**src/rtl/seq_divider_pkg.sv**
```systemverilog
// Shared types and helpers for the multi-cycle restoring divider.
// Holds the FSM state encoding and the iteration counter width.
package seq_divider_pkg;

    typedef enum logic [1:0] {
        S_IDLE = 2'd0,
        S_RUN  = 2'd1,
        S_FIX  = 2'd2
    } state_t;

    function automatic int unsigned cnt_width(input int unsigned width);
        return $clog2(width);
    endfunction

endpackage

```
**src/rtl/seq_divider_div_step.sv**
```systemverilog
// One restoring-division iteration: (n+1)-bit trial subtract plus restore mux.
module seq_divider_div_step #(
    parameter int unsigned n = 32
) (
    input  logic [n-1:0] rem,
    input  logic         dvd_msb,
    input  logic [n-1:0] dvs,
    output logic [n-1:0] rem_next,
    output logic         q_bit
);

    logic [n:0] shifted;
    logic [n:0] diff;

    assign shifted = {rem, dvd_msb};
    assign diff    = shifted - {1'b0, dvs};

    // A set top bit in the shifted remainder already exceeds any n-bit divisor;
    // otherwise the difference lies in (-2^n, 2^n) and its top bit is the sign.
    assign q_bit    = shifted[n] | ~diff[n];
    assign rem_next = q_bit ? diff[n-1:0] : shifted[n-1:0];

endmodule

```
**src/rtl/seq_divider.sv**
```systemverilog
// Multi-cycle restoring divider for DIV/DIVU: one quotient bit per clock,
// quotient on LO and remainder on HI, with a start/busy/done handshake.
module seq_divider
    import seq_divider_pkg::*;
#(
    parameter int unsigned n = 32
) (
    input  logic         clk,
    input  logic         rst,
    input  logic         start,
    input  logic         sign,
    input  logic [n-1:0] A,
    input  logic [n-1:0] B,
    output logic         busy,
    output logic         done,
    output logic         div_by_zero,
    output logic [n-1:0] quotient,
    output logic [n-1:0] remainder
);

    localparam int unsigned CW = cnt_width(n);
    localparam logic [CW-1:0] LastIter = CW'(n - 1);

    state_t        state_q, state_d;
    logic [CW-1:0] cnt_q;
    logic [n-1:0]  rem_q;
    logic [n-1:0]  dvd_q;
    logic [n-1:0]  dvs_q;
    logic [n-1:0]  a_orig_q;
    logic          sign_q;
    logic          a_neg_q;
    logic          b_neg_q;

    logic [n-1:0]  a_abs;
    logic [n-1:0]  b_abs;
    logic [n-1:0]  step_rem;
    logic          step_q;
    logic [n-1:0]  q_fixed;
    logic [n-1:0]  r_fixed;
    logic          dz;

    assign a_abs = (sign && A[n-1]) ? -A : A;
    assign b_abs = (sign && B[n-1]) ? -B : B;

    seq_divider_div_step #(
        .n(n)
    ) u_div_step (
        .rem     (rem_q),
        .dvd_msb (dvd_q[n-1]),
        .dvs     (dvs_q),
        .rem_next(step_rem),
        .q_bit   (step_q)
    );

    // Divide by zero bypasses sign correction: all-ones quotient, original A back.
    assign dz      = (dvs_q == '0);
    assign q_fixed = dz ? '1 :
                     (sign_q && (a_neg_q ^ b_neg_q)) ? -dvd_q : dvd_q;
    assign r_fixed = dz ? a_orig_q :
                     (sign_q && a_neg_q) ? -rem_q : rem_q;

    always_ff @(posedge clk) begin
        if (rst) begin
            state_q <= S_IDLE;
        end else begin
            state_q <= state_d;
        end
    end

    always_comb begin
        state_d = state_q;
        busy    = (state_q != S_IDLE);
        unique case (state_q)
            S_IDLE:  if (start) state_d = S_RUN;
            S_RUN:   if (cnt_q == LastIter) state_d = S_FIX;
            S_FIX:   state_d = S_IDLE;
            default: state_d = S_IDLE;
        endcase
    end

    always_ff @(posedge clk) begin
        if (rst) begin
            cnt_q       <= '0;
            rem_q       <= '0;
            dvd_q       <= '0;
            dvs_q       <= '0;
            a_orig_q    <= '0;
            sign_q      <= 1'b0;
            a_neg_q     <= 1'b0;
            b_neg_q     <= 1'b0;
            done        <= 1'b0;
            div_by_zero <= 1'b0;
            quotient    <= '0;
            remainder   <= '0;
        end else begin
            done <= 1'b0;
            unique case (state_q)
                S_IDLE: begin
                    if (start) begin
                        sign_q   <= sign;
                        a_neg_q  <= A[n-1];
                        b_neg_q  <= B[n-1];
                        a_orig_q <= A;
                        dvd_q    <= a_abs;
                        dvs_q    <= b_abs;
                        rem_q    <= '0;
                        cnt_q    <= '0;
                    end
                end
                S_RUN: begin
                    rem_q <= step_rem;
                    dvd_q <= {dvd_q[n-2:0], step_q};
                    cnt_q <= cnt_q + 1'b1;
                end
                S_FIX: begin
                    done        <= 1'b1;
                    div_by_zero <= dz;
                    quotient    <= q_fixed;
                    remainder   <= r_fixed;
                end
                default: ;
            endcase
        end
    end

endmodule

```
**config.mk**
```make
export PLATFORM = sky130hd
export DESIGN_NAME = seq_divider
export DESIGN_NICKNAME = d
export VERILOG_FILES = /design/src/rtl/seq_divider_pkg.sv /design/src/rtl/seq_divider_div_step.sv /design/src/rtl/seq_divider.sv
export SDC_FILE = /design/constraint.sdc
export NUM_CORES = 1
export LEC_CHECK = 0
export ABC_AREA = 1
export ABC_CLOCK_PERIOD_IN_PS = 4700
export BUFFER_PORTS_ARGS = -buffer_cell sky130_fd_sc_hd__buf_2
export CORE_MARGIN = 2
export CORE_UTILIZATION = 30
export CTS_CLUSTER_DIAMETER = 40
export DETAILED_ROUTE_END_ITERATION = 8
export GPL_TIMING_DRIVEN = 1
export PLACE_DENSITY_LB_ADDON = 0.12
export SLEW_MARGIN = 15
export SYNTH_ARGS = -nofsm -noshare
export SYNTH_HDL_FRONTEND = slang
export SYNTH_SLANG_ARGS = --single-unit
```
**constraint.sdc**
```tcl
create_clock -name clk -period 4.7 [get_ports clk]
set_clock_uncertainty 0.05 [all_clocks]
set_input_delay 0.94 -clock clk [delete_from_list [all_inputs] [get_ports clk]]
set_output_delay 0.94 -clock clk [all_outputs]
set_load 0.01 [all_outputs]
```
==> flow_metrics.env <==
export IMPL_outcome="completed"
export IMPL_dp_slack_ns=1.66
export IMPL_post_dp_hpwl_um=43100
export IMPL_io_pins=135
export IMPL_fin_setup_tns_ns=0
export IMPL_end_kind="register"
export IMPL_ant_nets=0
export IMPL_clk_latency_ns=0.58
export IMPL_peakVddDrop_mv=0.322
export IMPL_rows=79
export IMPL_clock_power_share=0.328
export IMPL_core_area_mm2=0.0468
export IMPL_start_kind="register"
export IMPL_p_comb_frac=0.455
export IMPL_cp_arrival_ns=3.48
export IMPL_clkSlewWorstSetupHoldPaths_ns=0.05
export IMPL_max_cap_violations=0
export IMPL_finalHoldViolations=0
export IMPL_setup_ws_ns=1.67
export IMPL_cts_root_buf="clkbuf_16"
export IMPL_tritoncts="done"
export IMPL_ctsResizeCount=0
export IMPL_rrSetupSlack_ns=1.67
export IMPL_p_leak_nw=8.69
export IMPL_grt_antenna_before_repair=4
export IMPL_maxSlewViolCount=0
export IMPL_fp_dieW_um=222
export IMPL_htree_num_levels=2
export IMPL_wire_per_inst_um=17.6
export IMPL_route_vias_total=15600
export IMPL_area_growth_pct=18.7
export IMPL_hold_ws_ns=0.402
export IMPL_start_util=0.305
export IMPL_worst_pin_slew_ns=1.06
export IMPL_clock_sinks=203
export IMPL_nFillCells=5194
export IMPL_grt_setup_unrepaired="no"
export IMPL_syn_inst=2372
export IMPL_ys_async_sr_fraction=0
export IMPL_hold_class="register to register"
export IMPL_route_detailed_drc=0
export IMPL_drt_first_iter_violations=1171
export IMPL_overflow=0
export IMPL_chipHeight_um=222
export IMPL_synth_edf_count=0
export IMPL_path_max_fanout=34
export IMPL_detail_route_first_pass_iterations=6
export IMPL_multi_input_area_mm2=0.00830
export IMPL_seqPwrFrac=0.218
export IMPL_cts_buffers=45
export IMPL_slew_headroom=0.288
export IMPL_grt_util_all_layers=0.223
export IMPL_crit_required_ns=5.15
export IMPL_synthDistinctLibCells=57
export IMPL_holdPathStages=2
export IMPL_grt_max_degree=85
export IMPL_critPathKind="register to register"
export IMPL_grt_first_pass_wirelength_um=86200
export IMPL_diodes=0
export IMPL_setup_viol=0
export IMPL_portBuffers=134
export IMPL_period_needed_ns=3.03
export IMPL_final_nets=2592
export IMPL_switchingPower_mw=4.36
export IMPL_fmax_mhz=330
export IMPL_power_switching_share=0.449
export IMPL_drt_vias_per_instance=4.99
export IMPL_yosys_warnings=0
export IMPL_powerDensity_mw_per_mm2=574
export IMPL_yosysSeqAreaShare=0.285
export IMPL_power_internal_mw=5.34
export IMPL_clockBufferDepth=3
export IMPL_netlist_area_mm2=0.0142
export IMPL_cts_hold_buf=0
export IMPL_synthesis_nets=2479
export IMPL_syn_area_per_cell_um2=6.00
export IMPL_dieArea_mm2=0.0492
export IMPL_first_global_vias=15100
export IMPL_ys_flop_type="dfxtp_1"
export IMPL_post_route_util=0.362
export IMPL_routed_wl_um=55100
export IMPL_rr_worst_depth=12
export IMPL_ys_seq_elements=203
export IMPL_drive_gt1_frac=0.108
export IMPL_fin_crit_sh=0.644
export IMPL_cts_setup_buffers=0
export IMPL_seq_area_mm2=0.00406
export IMPL_power_mw=9.70
export IMPL_gp_congestion=0.890
## worst paths after layout
check / end / from
worst min register to register: a_orig_q[3]$_SDFFE_PP0P_ / a_orig_q[3]$_SDFFE_PP0P_
worst max register to register: rem_q[9]$_SDFFE_PP0P_ / dvs_q[24]$_SDFFE_PP0P_
worst min-delay path: a_orig_q[3]$_SDFFE_PP0P_ / a_orig_q[3]$_SDFFE_PP0P_
worst max-delay path: rem_q[9]$_SDFFE_PP0P_ / dvs_q[24]$_SDFFE_PP0P_
## worst max-delay path: stages (launching register included)
cell,delay [ns]
dfxtp_1,0.29
inv_1,0.23
ha_1,0.36
nand2_1,0.14
nor2_1,0.07
and2_2,0.25
a21oi_2,0.14
buf_4,0.28
nand2_4,0.06
buf_4,0.24
nor2_1,0.63
nand2_1,0.11
nand3_1,0.10
## area by class of cell
cell class,count,share of cell area
timing repair buffer,150,0.0475
tap,607,0.0449
clock buffer,54,0.0721
inverter,391,0.0868
clock inverter,27,0.0177
multi-input combinational,1694,0.491
sequential,203,0.240
## cells by family after synthesis
| logic type | Yosys count | synth area share |
|---|---|---|
| AND/OR/NAND/NOR | 1281 | 0.387 |
| XOR/XNOR | 42 | 0.0258 |
| buffers and inverters | 475 | 0.132 |
| adder cells (fa/ha/maj) | 39 | 0.0348 |
| AO/OA/AOI/OAI | 332 | 0.134 |
| flip-flops | 203 | 0.285 |
## Yosys cell counts, types with 5 or more instances
master | n | area (µm²)
buf_6 | 5 | 56.3
ha_1 | 38 | 475
o31ai_1 | 8 | 60.1
dfxtp_1 | 203 | 4060
o211ai_1 | 15 | 113
buf_1 | 9 | 33.8
nand2_1 | 671 | 2520
and2_1 | 11 | 68.8
xor2_1 | 30 | 263
nand3_2 | 5 | 50.1
nand2_2 | 6 | 37.5
o22ai_1 | 7 | 43.8
nand4_1 | 40 | 250
nor3_1 | 24 | 120
nor2_2 | 5 | 31.3
nand3_1 | 250 | 1250
a22oi_1 | 17 | 128
inv_2 | 6 | 22.5
o21ai_0 | 118 | 591
nor2_1 | 231 | 867
clkinv_1 | 5 | 18.8
o21ai_1 | 9 | 45.0
a21oi_1 | 97 | 485
xnor2_1 | 12 | 105
clkbuf_1 | 37 | 139
inv_1 | 380 | 1430
nand3b_1 | 13 | 97.6
a211oi_1 | 15 | 113
buf_2 | 28 | 140
a31oi_1 | 26 | 163
## sequential cells by signal (all words and copies together) (netlist names)
name,flops
dvd_q,32
state_q,2
done,1
quotient,32
b_neg_q,1
dvs_q,32
sign_q,1
remainder,32
rem_q,32
div_by_zero,1
cnt_q,5
a_orig_q,32
## cells in the final DEF, fill, tap and decap left out, types with 5 or more instances in the layout
master | Yosys | final
a211oi_1 | 15 | 15
a21oi_1 | 97 | 97
a22oi_1 | 17 | 17
a31oi_1 | 26 | 26
and2_1 | 11 | 11
buf_2 | 28 | 134
buf_4 | 4 | 15
clkbuf_16 | 0 | 45
clkbuf_8 | 0 | 6
clkinv_1 | 5 | 5
clkinv_2 | 0 | 9
clkinv_4 | 0 | 7
dfxtp_1 | 203 | 203
ha_1 | 38 | 38
inv_1 | 380 | 380
inv_2 | 6 | 6
nand2_1 | 671 | 670
nand2_2 | 6 | 7
nand3_1 | 250 | 250
nand3_2 | 5 | 5
nand3b_1 | 13 | 13
nand4_1 | 40 | 40
nor2_1 | 231 | 231
nor2_2 | 5 | 5
nor3_1 | 24 | 24
o211ai_1 | 15 | 15
o21ai_0 | 118 | 118
o21ai_1 | 9 | 9
o22ai_1 | 7 | 7
o31ai_1 | 8 | 8
xnor2_1 | 12 | 12
xor2_1 | 30 | 30
## power groups by stage
stage | Clock (mW) | Combinational, mW | Sequential [mW]
2_1_floorplan | 0 | 3.26 | 2.04
3_5_place_dp | 0 | 4.35 | 2.15
5_1_grt | 3.33 | 4.99 | 2.13
6_report | 3.18 | 4.41 | 2.11
3_3_place_gp | 0 | 4.37 | 2.15
4_1_cts | 3.25 | 4.38 | 2.12
## through the flow
stage / cell area [µm²] / cells
3_3_place_gp: 15400 / 3045
3_5_place_dp: 15400 / 3045
6_report: 16900 / 3126
4_1_cts: 16900 / 3126
2_1_floorplan: 14200 / 2372
5_1_grt: 16900 / 3126
## layer usage
| layer | track usage | share of wire | up-vias |
|---|---|---|---|
| li1 | - | - | 7865 |
| met1 | 0.321 | 0.49 | 7224 |
| met2 | 0.344 | 0.42 | 442 |
| met3 | 0.0371 | 0.062 | 67 |
| met4 | 0.0567 | 0.020 | 2 |
| met5 | 0 | 0.00024 | - |
No activity file was read; power rests on OpenSTA's default activity.
